### src/rtl/bcd_decoder_if.sv
// Handshake and data bundle between BCD entry logic and the BCD-to-binary converter.
// The master side issues requests; the slave side (the converter) reports status and result.
interface bcd_decoder_if;
    logic        start;
    logic        sign;
    logic [3:0]  digit1;
    logic [3:0]  digit2;
    logic [3:0]  digit3;
    logic [3:0]  digit4;
    logic [3:0]  digit5;
    logic [3:0]  digit6;
    logic        busy;
    logic        done;
    logic        error;
    logic [20:0] signedOutput;

    modport master (
        output start, sign, digit1, digit2, digit3, digit4, digit5, digit6,
        input  busy, done, error, signedOutput
    );

    modport slave (
        input  start, sign, digit1, digit2, digit3, digit4, digit5, digit6,
        output busy, done, error, signedOutput
    );
endinterface

### src/rtl/bcd_decoder.sv
// Sequential BCD-to-binary converter. Six BCD digits plus a sign are captured on
// start, folded MSD-first into an unsigned accumulator (acc*10 + digit, one digit
// per clock) and finally turned into a 21-bit two's-complement result.
// Requests containing a non-BCD nibble finish one cycle after acceptance with
// error set and the previous result left untouched.
module bcd_decoder (
    input  logic              clk,
    input  logic              reset_n,
    bcd_decoder_if.slave      bus
);

    typedef enum logic [1:0] {
        S_IDLE    = 2'd0,
        S_CONVERT = 2'd1,
        S_FINISH  = 2'd2
    } state_t;

    state_t              r_state;
    logic                r_sign;
    logic [23:0]         r_digits;    // MSD in [23:20]; shifted left once per step
    logic [19:0]         r_acc;
    logic [2:0]          r_step;
    logic                r_err_pend;  // accepted request held a non-BCD nibble
    logic                r_busy;
    logic                r_done;
    logic                r_error;
    logic signed [20:0]  r_out;

    logic [23:0]         w_req_digits;
    logic [3:0]          w_cur_digit;

    // True when any nibble of the packed digit word exceeds 9.
    function automatic logic f_any_invalid(input logic [23:0] digits);
        logic bad;
        bad = 1'b0;
        for (int i = 0; i < 6; i++) begin
            if (digits[i*4 +: 4] > 4'd9) begin
                bad = 1'b1;
            end
        end
        return bad;
    endfunction

    // One accumulation step: acc*10 + digit, with the multiply as two shifts.
    // The largest intermediate (99999*10+9) fits in 20 bits, so no overflow.
    function automatic logic [19:0] f_mac10(input logic [19:0] acc, input logic [3:0] digit);
        return (acc << 3) + (acc << 1) + {16'd0, digit};
    endfunction

    // Magnitude plus sign to two's complement; a zero magnitude stays zero.
    function automatic logic signed [20:0] f_apply_sign(input logic neg, input logic [19:0] mag);
        logic signed [20:0] pos;
        pos = signed'({1'b0, mag});
        return neg ? (~pos + 21'sd1) : pos;
    endfunction

    assign w_req_digits = {bus.digit6, bus.digit5, bus.digit4,
                           bus.digit3, bus.digit2, bus.digit1};
    assign w_cur_digit  = r_digits[23:20];

    assign bus.busy         = r_busy;
    assign bus.done         = r_done;
    assign bus.error        = r_error;
    assign bus.signedOutput = r_out;

    // Control FSM with registered status outputs and the accumulation datapath.
    always_ff @(posedge clk or negedge reset_n) begin
        if (!reset_n) begin
            r_state    <= S_IDLE;
            r_sign     <= 1'b0;
            r_digits   <= 24'd0;
            r_acc      <= 20'd0;
            r_step     <= 3'd0;
            r_err_pend <= 1'b0;
            r_busy     <= 1'b0;
            r_done     <= 1'b0;
            r_error    <= 1'b0;
            r_out      <= 21'sd0;
        end else begin
            r_done <= 1'b0;
            case (r_state)
                S_IDLE: begin
                    if (bus.start) begin
                        r_sign   <= bus.sign;
                        r_digits <= w_req_digits;
                        r_error  <= 1'b0;
                        r_acc    <= 20'd0;
                        r_step   <= 3'd0;
                        if (f_any_invalid(w_req_digits)) begin
                            // Skip accumulation; FINISH reports the error next cycle.
                            r_err_pend <= 1'b1;
                            r_busy     <= 1'b0;
                            r_state    <= S_FINISH;
                        end else begin
                            r_err_pend <= 1'b0;
                            r_busy     <= 1'b1;
                            r_state    <= S_CONVERT;
                        end
                    end
                end

                S_CONVERT: begin
                    r_acc    <= f_mac10(r_acc, w_cur_digit);
                    r_digits <= r_digits << 4;
                    r_step   <= r_step + 3'd1;
                    if (r_step == 3'd5) begin
                        r_state <= S_FINISH;
                    end
                end

                S_FINISH: begin
                    r_done     <= 1'b1;
                    r_busy     <= 1'b0;
                    r_err_pend <= 1'b0;
                    if (r_err_pend) begin
                        r_error <= 1'b1;
                    end else begin
                        r_out <= f_apply_sign(r_sign, r_acc);
                    end
                    r_state <= S_IDLE;
                end

                default: begin
                    r_busy  <= 1'b0;
                    r_state <= S_IDLE;
                end
            endcase
        end
    end

endmodule
### src/flat_wrapper.sv
// flat-port wrapper written by rule: the top's interface ports become plain ports
module bcd_decoder_flat 
  (clk, reset_n, bus_start, bus_sign, bus_digit1, bus_digit2, bus_digit3, bus_digit4, bus_digit5, bus_digit6, bus_busy, bus_done, bus_error, bus_signedOutput);
  bcd_decoder_if bus_i ();
  input  logic clk;
  input  logic reset_n;
  input wire logic [$bits(bus_i.start)-1:0] bus_start;
  input wire logic [$bits(bus_i.sign)-1:0] bus_sign;
  input wire logic [$bits(bus_i.digit1)-1:0] bus_digit1;
  input wire logic [$bits(bus_i.digit2)-1:0] bus_digit2;
  input wire logic [$bits(bus_i.digit3)-1:0] bus_digit3;
  input wire logic [$bits(bus_i.digit4)-1:0] bus_digit4;
  input wire logic [$bits(bus_i.digit5)-1:0] bus_digit5;
  input wire logic [$bits(bus_i.digit6)-1:0] bus_digit6;
  output wire logic [$bits(bus_i.busy)-1:0] bus_busy;
  output wire logic [$bits(bus_i.done)-1:0] bus_done;
  output wire logic [$bits(bus_i.error)-1:0] bus_error;
  output wire logic [$bits(bus_i.signedOutput)-1:0] bus_signedOutput;
  assign bus_i.start = bus_start;
  assign bus_i.sign = bus_sign;
  assign bus_i.digit1 = bus_digit1;
  assign bus_i.digit2 = bus_digit2;
  assign bus_i.digit3 = bus_digit3;
  assign bus_i.digit4 = bus_digit4;
  assign bus_i.digit5 = bus_digit5;
  assign bus_i.digit6 = bus_digit6;
  assign bus_busy = bus_i.busy;
  assign bus_done = bus_i.done;
  assign bus_error = bus_i.error;
  assign bus_signedOutput = bus_i.signedOutput;
  bcd_decoder u_core (.clk(clk), .reset_n(reset_n), .bus(bus_i));
endmodule
### config.mk
export PLATFORM = sky130hd
export DESIGN_NAME = bcd_decoder_flat
export DESIGN_NICKNAME = d
export VERILOG_FILES = /design/src/rtl/bcd_decoder_if.sv /design/src/rtl/bcd_decoder.sv /design/src/flat_wrapper.sv
export SDC_FILE = /design/constraint.sdc
export NUM_CORES = 1
export LEC_CHECK = 0
export CELL_PAD_IN_SITES_DETAIL_PLACEMENT = 0
export CELL_PAD_IN_SITES_GLOBAL_PLACEMENT = 2
export CORE_MARGIN = 4
export CORE_UTILIZATION = 36
export CTS_BUF_LIST = sky130_fd_sc_hd__clkbuf_16
export DETAILED_ROUTE_END_ITERATION = 6
export DONT_BUFFER_PORTS = 1
export GPL_TIMING_DRIVEN = 0
export MAX_ROUTING_LAYER = met4
export PLACE_DENSITY_LB_ADDON = 0.1
export REMOVE_ABC_BUFFERS = 1
export SLEW_MARGIN = 30
export SYNTH_ARGS = -nofsm -noshare
export SYNTH_HDL_FRONTEND = slang
export SYNTH_SLANG_ARGS = --single-unit
### constraint.sdc
create_clock -name clk -period 3.2 [get_ports clk]
set_input_delay 0.64 -clock clk [delete_from_list [all_inputs] [get_ports clk]]
set_output_delay 0.64 -clock clk [all_outputs]
set_load 0.01 [all_outputs]
Word level (Yosys, flattened, before mapping)
Index checks and enable logic that the tools add are counted.
{ "classes": {"eq_ne": 6, "bitwise": 3, "magnitude_cmp": 6, "reduce_logical": 10, "n_addsub": 4, "mux": 29} }
{ "ops": {"columns": ["operator", "count"], "rows": [
  ["$pmux 24 s2", 1],
  ["$pmux 20 s2", 1],
  ["$gt 4x4->1 const B", 6],
  ["$mux 24", 1],
  ["$add 21x2->21 const B", 1],
  ["$mux 21", 1],
  ["$not 20->21", 1],
  ["$add 20x20->20", 1],
  ["$add 20x4->20", 1],
  ["$mux 20", 1],
  ["$mux 1", 15],
  ["$reduce_and 2->1", 6],
  ["$mux 2", 3],
  ["$pmux 1 s2", 3],
  ["$pmux 3 s2", 1],
  ["$ne 2x1->1 const B", 2],
  ["$pmux 2 s2", 1],
  ["$reduce_bool 2->1", 2],
  ["$add 3x1->3 const B", 1],
  ["$eq 3x3->1 const B", 1],
  ["$mux 3", 1],
  ["$reduce_and 3->1", 1],
  ["$eq 2x1->1 const B", 1],
  ["$eq 2x2->1 const B", 1],
  ["3 further kinds", 4]
]} }
{ "totals": {"register_bits": 75, "out_inout_bits": 24, "in_bits": 28, "elab_cells": 68} }

Longest topological paths before layout
{ "depth": {"depth_word": 12, "ltp_mapped": 11, "mapped_depth_nobuf": 11} }

Least setup slack after synthesis
No wires, ideal clock.
{ "synth_path": {"path_kind": "reg-to-reg", "start": "reg u_core.r_acc[2]", "end": "reg u_core.r_acc[18]", "t_required_ns": 3.077, "stages_incl_launch_ff": 12, "n_path_buf": 0, "synth_period_minus_slack_ns": 3.045, "setup_time_ns": 0.123, "arrival_time_ns": 2.922, "setup_slack_ns": 0.155, "cell_sequence": "dfrtp_1 > inv_1 > fa_1 > inv_1 > fa_1 > a21o_2 > a311oi_1 > nor2_1 > a221o_2 > a221oi_2 > xor2_1 > o21ai_1"} }
{ "synth_via": {"elab_chain_len": 3} }
{ "synth_lines": {"columns": ["element", "line", "text"], "rows": [
  ["from (decl)", "bcd_decoder.sv:21", "logic [19:0] r_acc;"],
  ["from (signal assigned)", "bcd_decoder.sv:103", "r_acc <= f_mac10(r_acc, w_cur_digit);"],
  ["$add 20x20->20", "bcd_decoder.sv:47", "return (acc << 3) + (acc << 1) + {16'd0, digit};"],
  ["$add 20x4->20", "bcd_decoder.sv:47", null],
  ["$pmux 20 s2", "bcd_decoder.sv:81", "case (r_state)"]
]} }
No other way between the ends.
A chain may end at the register's enable or synchronous reset.

Worst setup path after layout
{ "layout_path": {"start": "reg u_core.r_acc[1]", "end": "reg u_core.r_acc[18]"} }
Same word-level chain as after synthesis.

==> impl_results.md <==
- Reg2reg path depth: 10
- Sequential power share: 47.7%
- Top-level I/O count: 52
- CTS tree: done
- Synth Instances: roughly 470
- Peak Freq: about 320 MHz
- Worst skew pair latency: between 0.3 and 0.4 ns
- DP HPWL: roughly 7000 µm
- Synth top cells by count: 84 x nand2_1, 81 x o21ai_0, 75 x dfrtp_1, 37 x ha_1, 22 x mux2i_1
- WP buf/inv: 0
- Largest stage delay on the critical path: between 0.4 and 0.5 ns
- Starting DRT DRC Count: 94
- Final Core Density: approximately two fifths
- HP Class: input pin to async pin
- Pleak: 2.31 nW
- Seq/Total Area, Yosys: between 40% and 50%
- Delay-heaviest family, CP: compound AO/OA/AOI/OAI gates
- Peak VDD IR: around 300 µV
- Pwr dens: 575 mW/mm²
- Syn avg cell area: ~9.4 µm²
- Crit-path cells: ha_1, ha_1, fa_2, a21o_2, a311oi_2, nor2_2, a221o_2, a221oi_4, xor2_1, o21ai_1
- Final WS setup: between 0.1 and 0.15 ns
- Area contributors post-synth: dfrtp_1 42%, ha_1 10%, o21ai_0 9.1%, nand2_1 7.1%, mux2i_1 4.9%
- Type of destination of the critical path: flop
- Cell taking the most area after synthesis: dfrtp_1
- Drt via density: between 5 and 6
- Post-synth ARST share: 100%
- Max Buffers Root-to-Sink: 2
- # DRC: 0
- Die Area: between 0.01 and 0.015 mm²
- Status: complete, no violations
- Cell-internal power: 1.97 mW
- Top-count cell post-synth: nand2_1
- Clock sink count: 75
- Crit path max fanout: 5
- Critical Path AT: roughly 3.3 ns
- CTS Root Cell: clkbuf_16
- Core area: 0.0121 mm²
- Synthesized cell area: between 0.004 and 0.005 mm²
- TritonCTS buffer count: 9
- Max-capacitance violation count: 0
- GP Congestion: just over 0.8
- Vias in the first global route: ~3.4k
- Layout Nets: around 540
- Clock share of power: 33.6%
- Clock skew: around 0.008 ns
- Clock slew seen by the registers of the worst setup and hold paths: about 0.060 ns
- Die height: 119 µm
- Grt ovf: 0
- Top cell by count, worst path: ha_1
- Starting Density: 36.9%
- Initial antenna violation count: 0
- Post-synth EDFFs: 0
- Synth Flop Type: dfrtp_1
- RSZ-0062 raised after global routing: false
- Crit path depth: 10
- Yosys warns: 0
- GRT Total Usage: ~15%
- Final slew viol count: 0
- Endpoints failing hold: 0
- Largest net degree at the start of global routing: 76
- Placement Setup Slack: -0.202 ns
- Period utilization: 96.2%
- Rows: 40
- Layout overhead on the synthesized area: 12.9%
- Library cells used by synthesis: 48
- Startpoint types: flop
- Sw frac: 31.8%
- Max stage delay cell, worst path: dfrtp_2
- Type of the worst setup path: flop to flop
- Setup Viol. Count Final: 0
- Dpl cells: 627
- Port Buffers: 0
- Synthesis-stage register bit count: 75
- H-tree Lvls: 3
- Reg-to-reg slack, setup: between 0.1 and 0.15 ns
- Avg WL per Cell: between 15 and 20 µm
- Post-detailed-route count of antenna-violating nets: 0
- Layout cells sized above 1: under 10%
- Reg-to-Reg Start: u_core.r_acc[1]$_DFFE_PN0P_
- Tightest Pin Transition: about 0.79 ns
- CP Data Required Time: around 3.4 ns
- Switching power: ~920 µW
- Final WL: 10100 µm
- Die width: approximately 120 µm
- First-pass GRT wire length: about 17000 µm
- Vias: between 3k and 4k
- Slew HR: between 40% and 50%
- Diode count: 0
- First drt pass iteration count: 4
- Fin cells: ~650
- Power share of the combinational group: around a fifth
- Reg2reg end: u_core.r_acc[18]$_DFFE_PN0P_
- Fin crit period: 3.08 ns
- Post-synth top area share: 42.2%
-- power by group through the flow --
stage	Clock [mW]	Sequential [mW]	Combinational (mW)
after floorplan	0	1.34	0.390
after global placement	0	1.40	0.486
after detailed placement	0	1.40	0.525
after CTS	1.01	1.39	0.556
after global routing	1.05	1.41	0.631
final	0.971	1.38	0.540
-- logic make-up after synthesis --
kind of cell               count (synthesis)  synth area share (%)
AOI/OAI and AO/OA                        137                  18.1
and+or+nand+nor                          137                  13.8
DFF                                       75                  42.2
adders and majority gates                 39                  11.3
xor gates and xnor gates                  34                  6.69
buffers and inverters                     30                  3.01
muxes                                     22                  4.95
-- routing by layer --
layer	up-vias	part of all wire, %	track usage, %
met5	-	0	-
met4	0	2.3	7.02
met3	17	4.0	3.66
met2	56	45	23.3
met1	1570	49	19.6
li1	1684	-	-
-- state kept, by name (all words and copies together), names as in the netlist --
register,cells
u_core.r_acc,20
u_core.r_sign,1
u_core.r_state,2
u_core.bus.signedOutput,21
u_core.bus.error,1
u_core.bus.busy,1
u_core.bus.done,1
u_core.r_digits,24
u_core.r_err_pend,1
u_core.r_step,3
-- cell type report --
class	instances	area (µm²)
Fill cell	1214	7040
Multi-Input combinational cell	369	2490
Sequential cell	75	1880
Clock buffer	9	225
Tap cell	168	210
Timing Repair Buffer	8	128
Clock inverter	6	48.8
Inverter	12	45.0
-- layout by cell type, fill, tap and decap left out, drive strengths merged, types with 9 or more instances in the layout --
master	count
nand2	84
o21ai	83
dfrtp	75
ha	37
mux2i	22
a21oi	18
xnor2	18
nor2	17
xor2	16
inv	13
clkbuf	9
-- per-stage QoR --
| stage | hold WS, ns | setup TNS [ns] | cell area, µm² | total power, mW |
|---|---|---|---|---|
| 2_1_floorplan | 0.344 | 0 | 4360 | 1.73 |
| 3_3_place_gp | 0.347 | -43.01 | 4570 | 1.88 |
| 3_5_place_dp | 0.347 | -0.309 | 4670 | 1.93 |
| 4_1_cts | 0.214 | 0 | 5010 | 2.95 |
| 5_1_grt | 0.216 | 0 | 5030 | 3.09 |
| 6_report | 0.165 | 0 | 5030 | 2.89 |
-- worst max-delay path by stage --
stage / from / to / slack, ns
final: u_core.r_acc[1]$_DFFE_PN0P_ / u_core.r_acc[18]$_DFFE_PN0P_ / 0.12
after floorplan: bus_start / u_core.r_acc[17]$_DFFE_PN0P_ / 0.14
after CTS: u_core.r_acc[1]$_DFFE_PN0P_ / u_core.r_acc[18]$_DFFE_PN0P_ / 0.03
after global placement: bus_start / u_core.r_acc[17]$_DFFE_PN0P_ / -1.14
after global routing: u_core.r_acc[0]$_DFFE_PN0P_ / u_core.r_acc[18]$_DFFE_PN0P_ / 0.0004
after detailed placement: u_core.r_acc[2]$_DFFE_PN0P_ / u_core.r_acc[18]$_DFFE_PN0P_ / -0.20
-- repair_timing --
item                                    4_1_cts  5_1_grt
endpoints found under the hold margin        75        0
pin swaps                                     5        4
endpoints found under the setup margin        2        1
resized for setup                             3        4
hold buffers                                  1        0
setup buffers                                 4        0
(Power assumes the default switching activity.)
